### src/rtl/alu_sequencer.sv
// rtl/alu_sequencer.sv - multi-cycle control unit sequencing a shared 16-bit ALU
// through fetch, decode, execute, writeback and PC increment.
module alu_sequencer #(
    parameter logic [15:0] PC_RESET = 16'h0000
) (
    input  logic        clk,
    input  logic        reset,
    input  logic        start,
    output logic        mem_req,
    output logic [15:0] mem_addr,
    input  logic        mem_ack,
    input  logic [15:0] mem_rdata,
    output logic [2:0]  alu_fn,
    output logic        alu_x_sel,
    input  logic [15:0] alu_z,
    input  logic        alu_carry,
    input  logic        alu_carry_n_1,
    output logic [2:0]  reg_raddr_a,
    output logic [2:0]  reg_raddr_b,
    output logic [2:0]  reg_waddr,
    output logic        reg_we,
    output logic        flag_c,
    output logic        flag_v,
    output logic        busy,
    output logic        halted,
    output logic        illegal
);

    localparam logic [2:0] S_IDLE   = 3'd0;
    localparam logic [2:0] S_FETCH  = 3'd1;
    localparam logic [2:0] S_DECODE = 3'd2;
    localparam logic [2:0] S_EXEC   = 3'd3;
    localparam logic [2:0] S_WB     = 3'd4;
    localparam logic [2:0] S_PCINC  = 3'd5;
    localparam logic [2:0] S_HALT   = 3'd6;

    logic [2:0]  state;
    logic [15:0] pc;
    logic [15:0] ir;

    logic [3:0] opcode;
    logic [2:0] rd;
    logic [2:0] rs;
    logic       is_binary;
    logic       updates_flags;
    logic       ir_unused;

    assign opcode        = ir[15:12];
    assign rd            = ir[11:9];
    assign rs            = ir[8:6];
    assign is_binary     = (opcode == 4'd3) || (opcode == 4'd5);
    assign updates_flags = (opcode >= 4'd1) && (opcode <= 4'd4);
    assign ir_unused     = ^ir[5:0];

    always_ff @(posedge clk) begin
        if (reset) begin
            state  <= S_IDLE;
            pc     <= PC_RESET;
            ir     <= 16'h0000;
            flag_c <= 1'b0;
            flag_v <= 1'b0;
        end else begin
            case (state)
                S_IDLE: begin
                    if (start) state <= S_FETCH;
                end
                S_FETCH: begin
                    if (mem_ack) begin
                        ir    <= mem_rdata;
                        state <= S_DECODE;
                    end
                end
                S_DECODE: begin
                    if (opcode == 4'd7)   state <= S_HALT;
                    else if (opcode[3])   state <= S_PCINC;
                    else                  state <= S_EXEC;
                end
                S_EXEC: begin
                    if (updates_flags) begin
                        flag_c <= alu_carry;
                        flag_v <= alu_carry ^ alu_carry_n_1;
                    end
                    state <= S_WB;
                end
                S_WB: state <= S_PCINC;
                S_PCINC: begin
                    pc    <= alu_z;
                    state <= S_FETCH;
                end
                S_HALT: state <= S_HALT;
                default: state <= S_IDLE;
            endcase
        end
    end

    // All control outputs are decoded from the current state so they are valid for the whole cycle.
    always_comb begin
        mem_req     = (state == S_FETCH);
        busy        = (state != S_IDLE) && (state != S_HALT);
        halted      = (state == S_HALT);
        illegal     = (state == S_DECODE) && opcode[3];
        alu_fn      = 3'b000;
        alu_x_sel   = 1'b0;
        reg_raddr_a = 3'd0;
        reg_raddr_b = 3'd0;
        reg_waddr   = 3'd0;
        reg_we      = 1'b0;
        case (state)
            S_EXEC, S_WB: begin
                alu_fn      = opcode[2:0];
                reg_raddr_a = is_binary ? rd : rs;
                reg_raddr_b = rs;
                if (state == S_WB) begin
                    reg_we    = 1'b1;
                    reg_waddr = rd;
                end
            end
            S_PCINC: begin
                alu_fn    = 3'b001;
                alu_x_sel = 1'b1;
            end
            default: ;
        endcase
    end

    assign mem_addr = pc;

endmodule

### config.mk
export PLATFORM = sky130hd
export DESIGN_NAME = alu_sequencer
export DESIGN_NICKNAME = d
export VERILOG_FILES = /design/src/rtl/alu_sequencer.sv
export SDC_FILE = /design/constraint.sdc
export NUM_CORES = 1
export LEC_CHECK = 0
export CAP_MARGIN = 5
export CORE_UTILIZATION = 42
export DETAILED_ROUTE_END_ITERATION = 10
export GPL_TIMING_DRIVEN = 0
export HOLD_SLACK_MARGIN = 0.03
export PLACE_DENSITY_LB_ADDON = 0.12
export SLEW_MARGIN = 20
export SYNTH_ARGS = -nofsm -noshare
export SYNTH_HDL_FRONTEND = slang
export SYNTH_SLANG_ARGS = --single-unit
### constraint.sdc
create_clock -name clk -period 2.18 [get_ports clk]
set_input_delay 0.654 -clock clk [delete_from_list [all_inputs] [get_ports clk]]
set_output_delay 0.654 -clock clk [all_outputs]
set_load 0.01 [all_outputs]
== Word-level counts from Yosys, hierarchy flattened ==
Cells that the tools add are included.
Word-level totals
  flip-flop bits (word level): 37
  output and inout bits: 36
  word-level logic and storage cells: 44
Cells by class
  order comparisons: 2
  equality and inequality tests: 12
  muxes and demuxes: 14
  bitwise logic cells: 1
  reductions and logical operators: 10
Operator list (number)
  3-bit 2-to-1 mux: 9
  3-bit case mux with 7 select lines: 1
  3-bit == test, second input constant: 3
  4-bit by 3-bit == test with 1-bit output, second input constant: 2
  3-bit by 2-bit == test with 1-bit output, second input constant: 2
  3-bit case mux with 2 select lines: 1
  2-bit AND reduction: 3
  4-bit by 2-bit == test with 1-bit output, second input constant: 1
  4-bit by 1-bit greater-or-equal comparator with 1-bit output, second input constant: 1
  4-bit by 3-bit less-or-equal comparator with 1-bit output, second input constant: 1
  3-bit by 1-bit == test with 1-bit output, second input constant: 1
  1-bit logical AND: 3
  3-bit zero test: 1
  1-bit 2-to-1 mux: 3
  3-bit != test, second input constant: 1
  3-bit nonzero test: 1
  2-bit by 1-bit != test with 1-bit output, second input constant: 1
  2-bit != test, second input constant: 1
  2-bit OR reduction: 1
  1-bit logical OR: 1
  1-bit XOR: 1

== Logic depth before layout (Yosys ltp) ==
Gate-level depths: netlist of run 1.
  depth in word-level cells: 4
  depth in mapped cells: 6
  gate-level depth less buffers: 4

== Worst setup path after synthesis of run 1 ==
Ideal clock, no wire load.
  path kind: register to output
  start point: reg state[2]
  end point: out reg_raddr_a[0]
  arrival time: 1119 ps
  data required time: 1526 ps
  setup slack: 407 ps
  stages on the path, launching flop included: 4
  buffers on the path: 0
  cells stage by stage: dfxtp_1 -> nor3b_4 -> a21oi_2 -> a21oi_1
Between the ends
  cells in the longest elaborated chain, start to end: 3
Ends and longest elaborated chain
  from (decl): RTL line 37  | logic [2:0] state;
  from (signal assigned): RTL line 57  | state <= S_IDLE;
  from (signal assigned): RTL line 65  | if (start) state <= S_FETCH;
  from (signal assigned): RTL line 70  | state <= S_DECODE;
  3-bit == test / 3-bit by 2-bit == test with 1-bit output (equally long branches): RTL line 108  | case (state)
  2-bit OR reduction *: RTL line 108
  3-bit 2-to-1 mux *: RTL line 108
  to (decl): RTL line 18  | output logic [2:0] reg_raddr_a,
Every way passes the cells marked *; elsewhere a longest branch is shown, timed or not.

== Worst setup path after layout of run 1 ==
  start point: reg state[1]
  end point: out reg_raddr_a[0]
Same word-level chain as after synthesis.

==> results.md, run 1 <==
- Clock insertion delay at the later pin of the skew report: about 0.33 ns
- Vias in the first global route: roughly 1.4k
- Post-synth top area share: about 43%
- Largest family of logic cells by synthesized area: simple AND/OR/NAND/NOR gates
- Worst Path Max Fanout: 5
- Max-cap violation count: 0
- Worst path required time: 1.53 ns
- Die W: around 61 um
- Crit path cell chain: buf_6 -> nor2b_4 -> buf_6 -> a21oi_4 -> buf_4 -> a21oi_2 -> buf_2
- Routed WL: around 3800 um
- Worst IR Drop VDD: 0.4685 mV
- Worst Setup End Kind: output pin
- WL/cell: 11.90 um
- Largest net degree at the start of global routing: 11
- Sequential share of power: roughly two fifths
- Mux share of post-synthesis cell area: 2.410%
- Final WS setup: -0.03923 ns
- Inst Count DP: 292
- Reg2reg path depth: 6
- Starting Density: 45.75%
- WHS Path Cells: 2
- DR vias: around 1.6k
- Switch share: 31.59%
- H-Tree Depth: 2
- Setup TNS: -0.1584 ns
- Initial antenna violation count: 0
- Yosys reg bits: 31
- Adder-cell share of the synthesized area: 0%
- Root buf cell: clkbuf_4
- Most frequent cells after synthesis: 52 x nand2_1, 31 x dfxtp_1, 29 x a21oi_1
- Max Root-Sink Buffers: 2
- Routability Congestion: just over 0.8
- Die ar.: 0.003701 mm2
- Fin util: 76.22%
- Most numerous cell in the Yosys netlist: nand2_1
- Xor/xnor share of the synthesized area: 1.807%
- Final setup vio count: 8
- Diode count: 0
- Detailed Place HPWL: between 2000 and 3000 um
- Pint: 1.183 mW
- Hold WC Path Type: reg -> reg
- Leading area contributor after synthesis: dfxtp_1
- Layout cells sized above 1: 25.18%
- Leak: 0.9538 nW
- Status: finished with violations
- Port Buffers: 67
- CTS tree: built
- CTS Buf Count: 5
- Synth Area in Simple Gates: 30.90%
- Register area share after synthesis: between 40% and 50%
- Switch Pwr: 0.5461 mW
- Most used DFF post-synth: dfxtp_1
- Max-slew violation count: 0
- Synth warn: 0
- F_max: about 450 MHz
- RSZ-0062 raised after global routing: yes
- Tightest Pin Transition: 0.4583 ns
- Dominant cells by area after synthesis: dfxtp_1 43%, nand2_1 13%, a21oi_1 10%
- Netlist Area Pre-Place: 0.001454 mm2
- Drt initial violations: 107
- Layout Skew: 0.001633 ns
- Clock power frac: 22.6%
- Drt pass-1 iters: 4
- Via-to-Cell Ratio: about 4.9
- CTS Sinks: 31
- Nets: 311
- Fin Hold WS: 0.4566 ns
- CP most frequent cell: buf_6
- Synth async-reset ratio: 0%
- Fin area: ~0.0024 mm2
- Core area: 0.003178 mm2
- Comb pwr share: approximately two fifths
- Fin crit share: 101.8%
- R2R Setup Slk: between 0.6 and 0.7 ns
- Finished Layout Cells: 318
- GRT Overall Usage: roughly 22%
- Normalized max-slew margin: 69.45%
- Synth cell types: 40
- CTS clock-pin slew for the worst setup and hold paths: 0.10 ns
- Pwr dens: approximately 700 mW/mm2
- Final ANT Viol Nets: 0
- Drt drc: 0
- P&R area growth vs syn: 66.61%
- Final hold vios: 0
- Failing checks: negative setup slack
- Critical path type: reg -> out
- Synthesized Nets: 219
- EDFF count, synth: 0
- Post-synthesis compound-gate area fraction: 16.35%
- Cell count after synthesis: between 150 and 200
- Top Ports: 74
- Total power: ~1.7 mW
- Worst EP arrival: approximately 1.6 ns
- Synth Area per Inst: about 8.0 um2
- Worst slack at placement: -0.1247 ns
- Crit-path max cell delay: 0.33 ns
- # rows: 20
- Total grt overflow: 0
- Die H: 60.84 um
- CP startpoint kind: register
- Cell Area, Placed: 0.002180 mm2
- Fin crit period: 2.219 ns
- Global-route wire length before repair: 5830 um
- Slowest CP cell: dfxtp_2
- Hold Buf Count CTS: 0
-- path summary, 6_finish.rpt --
path / startpoint / to
max: state[1] / reg_raddr_a[0]
min: mem_addr[15] / mem_addr[15]
max reg2reg: state[1] / flag_v
min reg2reg: mem_addr[15] / mem_addr[15]
-- state kept, by name (all words and copies together), names as in the netlist --
signal	cells
ir	10
mem_addr	16
flag_c	1
flag_v	1
state	3
-- power by group through the flow --
stage          registers, mW  clock network (mW)  logic (mW)
2_1_floorplan          0.673                   0       0.327
3_3_place_gp           0.680                   0       0.509
3_5_place_dp           0.681                   0       0.516
4_1_cts                0.670               0.402       0.576
5_1_grt                0.682               0.429       0.720
6_report               0.675               0.391       0.663
-- cell families after synthesis --
logic type,count (synthesis)
buf+inv,15
simple gates,87
flops,31
xor+xnor,3
mux,3
compound gates,42
-- what timing repair did --
action | CTS | global route
cloned | 0 | 1
setup buffers | 8 | 9
pin swaps | 2 | 5
gates resized for setup | 69 | 20
endpoints found under the setup margin | 18 | 14
-- final cells by class --
| class | count | area, um2 |
|---|---|---|
| clock buffers | 7 | 65.06 |
| repair buffers | 85 | 767.0 |
| clock inverters | 1 | 7.507 |
| flip-flops and latches | 31 | 630.6 |
| fillers | 267 | 755.7 |
| well taps | 44 | 55.05 |
| multi-input cells | 135 | 793.3 |
| inverters | 4 | 20.02 |
| plain buffers | 11 | 83.83 |
-- placed cells by master, fill, tap and decap left out, types with 2 or more instances in the layout --
cell | netlist | routed
dlygate4sd2_1 | 0 | 4
and2_4 | 0 | 3
nand3_1 | 3 | 3
nand2_1 | 52 | 52
nor3_1 | 2 | 2
inv_1 | 3 | 2
buf_2 | 3 | 10
and3_1 | 2 | 2
a21oi_1 | 29 | 27
o21ai_0 | 4 | 4
clkbuf_8 | 0 | 2
buf_6 | 2 | 11
clkbuf_1 | 3 | 3
clkbuf_4 | 0 | 5
a21oi_2 | 2 | 3
nand2b_1 | 4 | 4
dfxtp_1 | 31 | 27
nor2_1 | 4 | 4
clkdlybuf4s50_1 | 0 | 49
buf_4 | 2 | 16
dfxtp_4 | 0 | 2
clkbuf_2 | 1 | 2
nor2b_1 | 7 | 6
dfxtp_2 | 0 | 2
mux2i_1 | 2 | 2
-- metal layers --
metal  GRT usage (%)  part of all wire [%]  vias to the layer above  routed length [um]
li1                -                     -                      790                   -
met1           25.10                    43                      701                1646
met2           37.21                    48                       57                1829
met3           7.463                   5.9                       10                 223
met4           9.740                   2.2                        0                  85
met5               0                     0                        -                   0
-- critical path, delay by kind of cell, from the launching register on --
kind / cells / cell delay, ns
AOI/OAI and AO/OA: 2 / 0.22
and+or+nand+nor: 1 / 0.13
DFF: 1 / 0.33
buffers and inverters: 4 / 0.55
No activity file was read; power rests on OpenSTA's default activity.
==> run 2, diff against run 1 <==
Settings changed: SKIP_LAST_GASP from default to 1.
Clock period 2.18 ns to 2.6 ns, I/O delays scaled along.
==> run 2 against run 1 <==
Net effect:
- the run now ends clean
- count of clock-buffer cells in the layout unchanged
- first-iteration DRC count decreased by 31%
- combinational power is 29% lower
- register-to-register slack gained 0.34 ns
- critical path depth down 1
- largest cell class unchanged
- highest routed layer unchanged
==> results.md, run 2 (synthesis gave the netlist of run 1 again) <==
- Status: finished, final reports clean (was finished with violations)
- Max Root-Sink Buffers: 2 (unchanged)
- Critical path type: reg -> out (unchanged)
- Max-slew violation count: 0 (unchanged)
- Layout cells sized above 1: 13.79% (was 25.18%)
- Worst Path Max Fanout: 10 (was 5)
- Root buf cell: clkbuf_4 (unchanged)
- Drt initial violations: 74 (was 107)
- Fin crit share: a little over nine tenths
- Drt pass-1 iters: 4 (unchanged)
- Initial antenna violation count: 0 (unchanged)
- Worst slack at placement: 0.1693 ns (was -0.1247 ns)
- Worst EP arrival: 1.74 ns (was 1.57 ns)
- Total grt overflow: 0 (unchanged)
- Setup TNS: 0 ns (was -0.1584 ns)
- Largest net degree at the start of global routing: 11 (unchanged)
- Final hold vios: 0 (unchanged)
- DR vias: 1,485 (was 1,558)
- Finished Layout Cells: 305 (was 318)
- Clock insertion delay at the later pin of the skew report: 0.34 ns (was 0.33 ns)
- Layout Skew: 0.005134 ns (was 0.001633 ns)
- # rows: 20 (unchanged)
- Max-cap violation count: 0 (unchanged)
- Nets: 298 (was 311)
- Routed WL: 3622 um (was 3784 um)
- WL/cell: 11.88 um (was 11.90 um)
- Inst Count DP: 292 (unchanged)
- Largest register FFs: 16 (unchanged)
- CTS Sinks: 31 (unchanged)
- Fin area: 0.002337 mm2 (was 0.002422 mm2)
- Normalized max-slew margin: 69.70% (was 69.45%)
- Cell Area, Placed: 0.002180 mm2 (unchanged)
- Fin util: 73.54% (was 76.22%)
- Leak: 0.9575 nW (was 0.9538 nW)
- Pwr dens: 584.8 mW/mm2 (was 713.8 mW/mm2)
- Vias in the first global route: 1,370 (was 1,382)
- WHS Path Cells: 2 (unchanged)
- Tightest Pin Transition: 0.4545 ns (was 0.4583 ns)
- CTS clock-pin slew for the worst setup and hold paths: 0.10 ns (about the same)
- CP startpoint kind: register (unchanged)
- CTS tree: built (unchanged)
- F_max: 397.2 MHz
- Die ar.: 0.003701 mm2 (unchanged)
- Reg2reg path depth: 6 (unchanged)
- Die W: 60.84 um (unchanged)
- Final ANT Viol Nets: 0 (unchanged)
- Hold Crit Start: mem_addr[0] (was mem_addr[15])
- Via-to-Cell Ratio: 4.869 (was 4.899)
- Diode count: 0 (unchanged)
- Worst reg2reg startpoint: state[1] (unchanged)
- P&R area growth vs syn: 60.76% (was 66.61%)
- GRT Overall Usage: 21.56% (was 21.96%)
- Final WS setup: 0.08263 ns (was -0.03923 ns)
- CTS Buf Count: 5 (unchanged)
- Fin crit period: between 2 and 3 ns
- Detailed Place HPWL: 2613 um (unchanged)
- Final setup vio count: 0 (was 8)
- Drt drc: 0 (unchanged)
- Core area: 0.003178 mm2 (unchanged)
- Starting Density: 45.75% (unchanged)
- Port Buffers: 67 (unchanged)
- R2R Setup Slk: 1.03 ns (was 0.69 ns)
- H-Tree Depth: 2 (unchanged)
- Hold WC Path Type: reg -> reg (unchanged)
- Hold Path Sink: mem_addr[0] (was mem_addr[15])
- RSZ-0062 raised after global routing: no (was yes)
- Global-route wire length before repair: 5720 um (was 5830 um)
- Commonest non-fill, non-tap cell in the layout: clkdlybuf4s50_1 (was nand2_1)
- Die H: 60.84 um (unchanged)
- Worst IR Drop VDD: 0.3771 mV (was 0.4685 mV)
- Routability Congestion: 0.8123 (unchanged)
- Hold Buf Count CTS: 0 (unchanged)
- Most frequent cells in the layout: 53 x clkdlybuf4s50_1, 52 x nand2_1, 29 x a21oi_1, 29 x dfxtp_1, 10 x buf_4 (was 52 x nand2_1, 49 x clkdlybuf4s50_1, 27 x a21oi_1, 27 x dfxtp_1, 16 x buf_4)
- Worst path required time: 1.82 ns (was 1.53 ns)
- R2r endpoint: flag_v (unchanged)
- Top Ports: 74 (unchanged)
- Worst Setup End Kind: output pin (unchanged)
run 2: changes by cell type in the layout (fill, tap and decap cells not counted), moves of 2 or more:
cell,previous run,this run
dfxtp_1,27,29
buf_6,11,2
buf_2,10,0
and2_1,0,3
dlymetal6s2s_1,0,5
a21oi_1,27,29
a21oi_2,3,1
dlygate4sd2_1,4,9
clkdlybuf4s50_1,49,53
and2_4,3,0
buf_4,16,10
run 2: worst max path at each step:
stage,startpoint,end,depth (start not counted)
6_report,state[1],reg_raddr_a[1],6
5_1_grt,state[1],alu_fn[0],6
4_1_cts,state[1],reg_waddr[2],5
3_5_place_dp,state[2],reg_raddr_a[1],4
3_3_place_gp,state[2],reg_raddr_a[0],4
2_1_floorplan,state[2],reg_raddr_a[0],3
run 2: per-stage QoR:
| step | total power [mW] | hold WS (ns) |
|---|---|---|
| detailed placement | 1.004 | 0.4471 |
| global route | 1.450 | 0.4837 |
| floorplan | 0.8383 | 0.4413 |
| CTS | 1.365 | 0.4600 |
| global placement | 0.9969 | 0.4410 |
| finish | 1.367 | 0.4578 |
run 2: critical path, stage by stage (launching register included):
cell	delay, ns
dfxtp_1	0.31
buf_4	0.17
nor2b_4	0.14
buf_4	0.14
a21oi_4	0.26
a21oi_1	0.08
dlygate4sd2_1	0.30
run 2: cell type report:
type | count | area, um2
multi-input cells | 135 | 778.2
plain buffers | 11 | 76.32
clock buffers | 7 | 65.06
repair buffers | 72 | 709.4
flip-flops and latches | 31 | 625.6
well taps | 44 | 55.05
fillers | 290 | 840.8
inverters | 4 | 20.02
clock inverters | 1 | 7.507
run 2: per-layer routing:
| metal | vias up | global-route usage (%) | share of wire [%] | wire length [um] |
|---|---|---|---|---|
| met2 | 53 | 37.05 | 50 | 1801 |
| met5 | - | 0 | 0 | 0 |
| met4 | 0 | 9.416 | 1.2 | 42 |
| met1 | 663 | 24.05 | 43 | 1557 |
| li1 | 765 | - | - | - |
| met3 | 4 | 7.676 | 6.0 | 219 |
run 2: timing repair:
item                                   CTS  global route
pin swaps                                0             1
resized for setup                       21             6
setup endpoints to repair               14             7
endpoints found under the hold margin    0             0
buffers inserted                         3             2
run 2: where the power goes:
group          switching [mW]  total, mW  internal [mW]  leakage [nW]
registers              0.0480      0.566          0.518         0.252
clock network           0.172      0.330          0.158        0.0375
logic                   0.215      0.471          0.256         0.668
==> edit 1, RTL diff (flow settings as in run 1) <==
Make the reset (`reset`) asynchronous in one clocked block.
--- a/src/rtl/alu_sequencer.sv
+++ b/src/rtl/alu_sequencer.sv
@@ -54,3 +54,3 @@
 
-    always_ff @(posedge clk) begin
+    always_ff @(posedge clk or posedge reset) begin
         if (reset) begin
Formal check against the unedited RTL: differs if reset is asserted again (counterexample within 4 cycles, from zero or initial values and one cycle with reset high); with reset held inactive, the same outputs for 10 cycles.
==> edit 1 against run 1 <==
The run still ends with setup timing left; final area grew 3.4%; area after synthesis grew 7.7%; sequential cell count did not move; synthesized cell count down 34%; sequential share of layout area increased by 5.0 points; setup slack worse by 22 ps; wire length shrank 2.2%; critical path depth unchanged; critical endpoint is now reg_raddr_a[1].
Power is not compared: it rests on default switching activity, and its combinational part moved more than twofold at a synthesized area within 25%.
==> edit 1: results (changes against run 1) <==
synth_ff_type: "dfrtp_1"
critical_path_arrival_ps: 1590  # +20 ps
place.gp.congestion: 0.774  # -4.7%
buffer_area_frac: 0.314  # -0.0374
setup_tns_ps: -217  # -58.2 ps
grt_start_max_net_pins: 32  # +21
fin_skew_ps: 5.03  # +3.40 ps
drive_gt1_frac: 0.365  # +0.114
endpoint: "reg_raddr_a[1]"
max_stage_delay_ps: 400  # +70 ps
placed_area_um2: 2290  # +5.2%
nets: 245  # -21%
clkLatencyLatePin_ps: 280  # -50 ps
run_status: "finished with violations"
ys_seq_area_frac: 0.496  # +0.0688
finalSetupViolCount: 7  # -1
crit_fanout: 4  # -1
drt_iter0_drc: 36  # -66%
r2r_start: "ir[13]"
hold_depth: 1  # -1
fill_cells: 259  # -3.0%
drt_wl_total_mm: 3.70  # -2.2%
synth_cells: 120  # -34%
met2_usage: 0.312  # -0.0602
fin_ws_ps: -61.6  # -22.4 ps
clock_buffers: 6  # -1
multi_input_cells: 78  # -42%
worst-r2r-cell-count: 4  # -2
grt_pass1_wl_mm: 5.78  # -0.82%
worst_slew_pin_slew_ps: 637  # +178 ps
mappedNetlistNets: 158  # -28%
seq_area_frac: 0.310  # +0.0495
place_ws_ps: -183  # -58.4 ps
violations: "setup timing"
==> edit 1: where the power goes <==
| part | switching, uW | leakage (uW) | total, uW | internal (uW) |
|---|---|---|---|---|
| logic | 762 | 0.000725 | 1910 | 1150 |
| clock network | 209 | 0.0000612 | 579 | 369 |
| registers | 203 | 0.000366 | 1070 | 869 |
==> edit 1: cell families after synthesis <==
kind of cell | count (synthesis) | share of synthesized area
and+or+nand+nor | 32 | 0.144
DFF | 31 | 0.496
muxes | 27 | 0.230
AOI/OAI and AO/OA | 15 | 0.0560
buffers and inverters | 12 | 0.0575
xor gates and xnor gates | 3 | 0.0168
==> edit 1: timing repair <==
item | CTS | global route
pin swaps | 3 | 2
setup endpoints to repair | 18 | 14
gates cloned | 1 | 0
setup buffers | 6 | 8
resized for setup | 60 | 9
==> edit 1: metal layers <==
layer / wire [um] / vias up
met2: 1840 / 44
met3: 260 / 5
met5: 0 / -
met1: 1550 / 626
met4: 44 / 0
li1: - / 590
==> edit 2, RTL diff (flow settings as in run 1) <==
Without the edit above. Register the output `flag_v` once more, cleared by the reset; this adds one clock of latency there. The other outputs are not delayed to match.
--- a/src/rtl/alu_sequencer.sv
+++ b/src/rtl/alu_sequencer.sv
@@ -36,2 +36,4 @@
 
+    logic flag_v_s0;
+
     logic [2:0]  state;
@@ -60,3 +62,3 @@
             flag_c <= 1'b0;
-            flag_v <= 1'b0;
+            flag_v_s0 <= 1'b0;
         end else begin
@@ -80,3 +82,3 @@
                         flag_c <= alu_carry;
-                        flag_v <= alu_carry ^ alu_carry_n_1;
+                        flag_v_s0 <= alu_carry ^ alu_carry_n_1;
                     end
@@ -127,2 +129,10 @@
 
+    always_ff @(posedge clk) begin
+        if (reset) begin
+            flag_v <= '0;
+        end else begin
+            flag_v <= flag_v_s0;
+        end
+    end
+
 endmodule
Check against the original RTL: not equivalent (a bounded check fails within 10 cycles, from zero or initial values and one cycle with reset high).
==> edit 2 against run 1 <==
The flow still finishes with violations (setup timing); setup slack got worse by 11 ps; hold slack hardly changed; wire length decreased by 3.0%; area after synthesis fell by 2.8%; synthesized cell count fell by 0.55%; sequential cell count increased by 1; final area shrank 4.7%; cell count fell by 2.5%; highest routed layer unchanged.
Power is not compared: it rests on default switching activity, and its combinational part moved more than twofold at a synthesized area within 25%.
==> edit 2: results (changes against run 1) <==
ys_seq_area_frac: 0.453  # +0.0262
place_ws_ps: -208  # -83.5 ps
r2r_start: "state[2]"
clkCellAreaFrac: 0.0255  # -0.00448
cp-startpoint: "state[2]"
signal_buffers: 88  # -8.3%
run_status: "finished with violations"
synthToLayoutAreaGrowth_pct: 63.3
fill_cells: 247  # -7.5%
inv_count: 3  # -1
cts_resized: 68  # -1.4%
wl_per_cell_um: 11.8  # -0.51%
grt_pass1_wl_mm: 5.93  # +1.7%
grt_start_max_net_pins: 17  # +6
antenna_cells: 0  # unchanged
synth_cells: 180  # -0.55%
antenna_found_initial: 0  # unchanged
postCtsSetupRepairBufs: 11  # +3
crit_fanout: 4  # -1
nets: 303  # -2.6%
place.gp.congestion: 0.836  # +2.9%
finalSetupViolCount: 3  # -5
crit_family: "simple AND/OR/NAND/NOR gates"
synthTopCellsByArea: "dfxtp_1, nand2_1, a21oi_1"
ys_types: 31  # -23%
fin_skew_ps: 8.97  # +7.34 ps
fin_ws_ps: -49.8  # -10.6 ps
synth.ff_latch_count: 32  # +3.2%
drt_iter0_drc: 66  # -38%
peakVddDrop_uv: 354
drive_gt1_frac: 0.180  # -0.0714
vias: 1520  # -2.4%
buffer_area_frac: 0.338  # -0.0130
yosys-top-cells-count: "nand2_1, dfxtp_1, a21oi_1, nand2b_1, nor2b_1"
min-delay-start: "mem_addr[0]"
multi_input_area_share: 0.323  # -0.00444
placed_area_um2: 2140  # -1.8%
violations: "setup timing"
setup_tns_ps: -119  # +39.3 ps
slew-limit-headroom: 0.670  # -0.0245
regArea_um2: 649  # +3.0%
final_cells: 310  # -2.5%
grt.total_usage: 0.223  # +0.00293
syn_avg_cell_area_um2: 7.85  # -2.2%
clock_buffers: 8  # +1
root_buffer: "clkbuf_4"
place_hpwl_mm: 2.45  # -6.1%
seqPwrFrac: 0.531
## edit 2: final timing paths
| path | slack, ps | cells after the start | to |
|---|---|---|---|
| worst min register to register | 460 | 2 | mem_addr[0] |
| worst max-delay path | -50 | 5 | busy |
| worst min-delay path | 460 | 2 | mem_addr[0] |
| worst max register to register | 620 | 7 | ir[6] |
## edit 2: metal layers
layer	track usage	routed length (um)	vias up
met2	0.357	1700	57
met1	0.264	1650	679
met4	0.106	81	0
met3	0.0779	245	13
li1	-	-	771
met5	0	0	-
## edit 2: kinds of logic after synthesis
| logic type | after synthesis | synth area share |
|---|---|---|
| buf+inv | 14 | 0.0434 |
| simple gates | 88 | 0.310 |
| xor+xnor | 3 | 0.0186 |
| compound gates | 41 | 0.160 |
| mux | 2 | 0.0150 |
| flops | 32 | 0.453 |
## edit 2: worst reg2reg max path, stage by stage, from the launching register on
cell and delay, ps:
dfxtp_2 330, buf_6 110, buf_4 150, buf_4 130
nor4bb_1 270, buf_2 280, nand2_1 90, a21oi_1 140
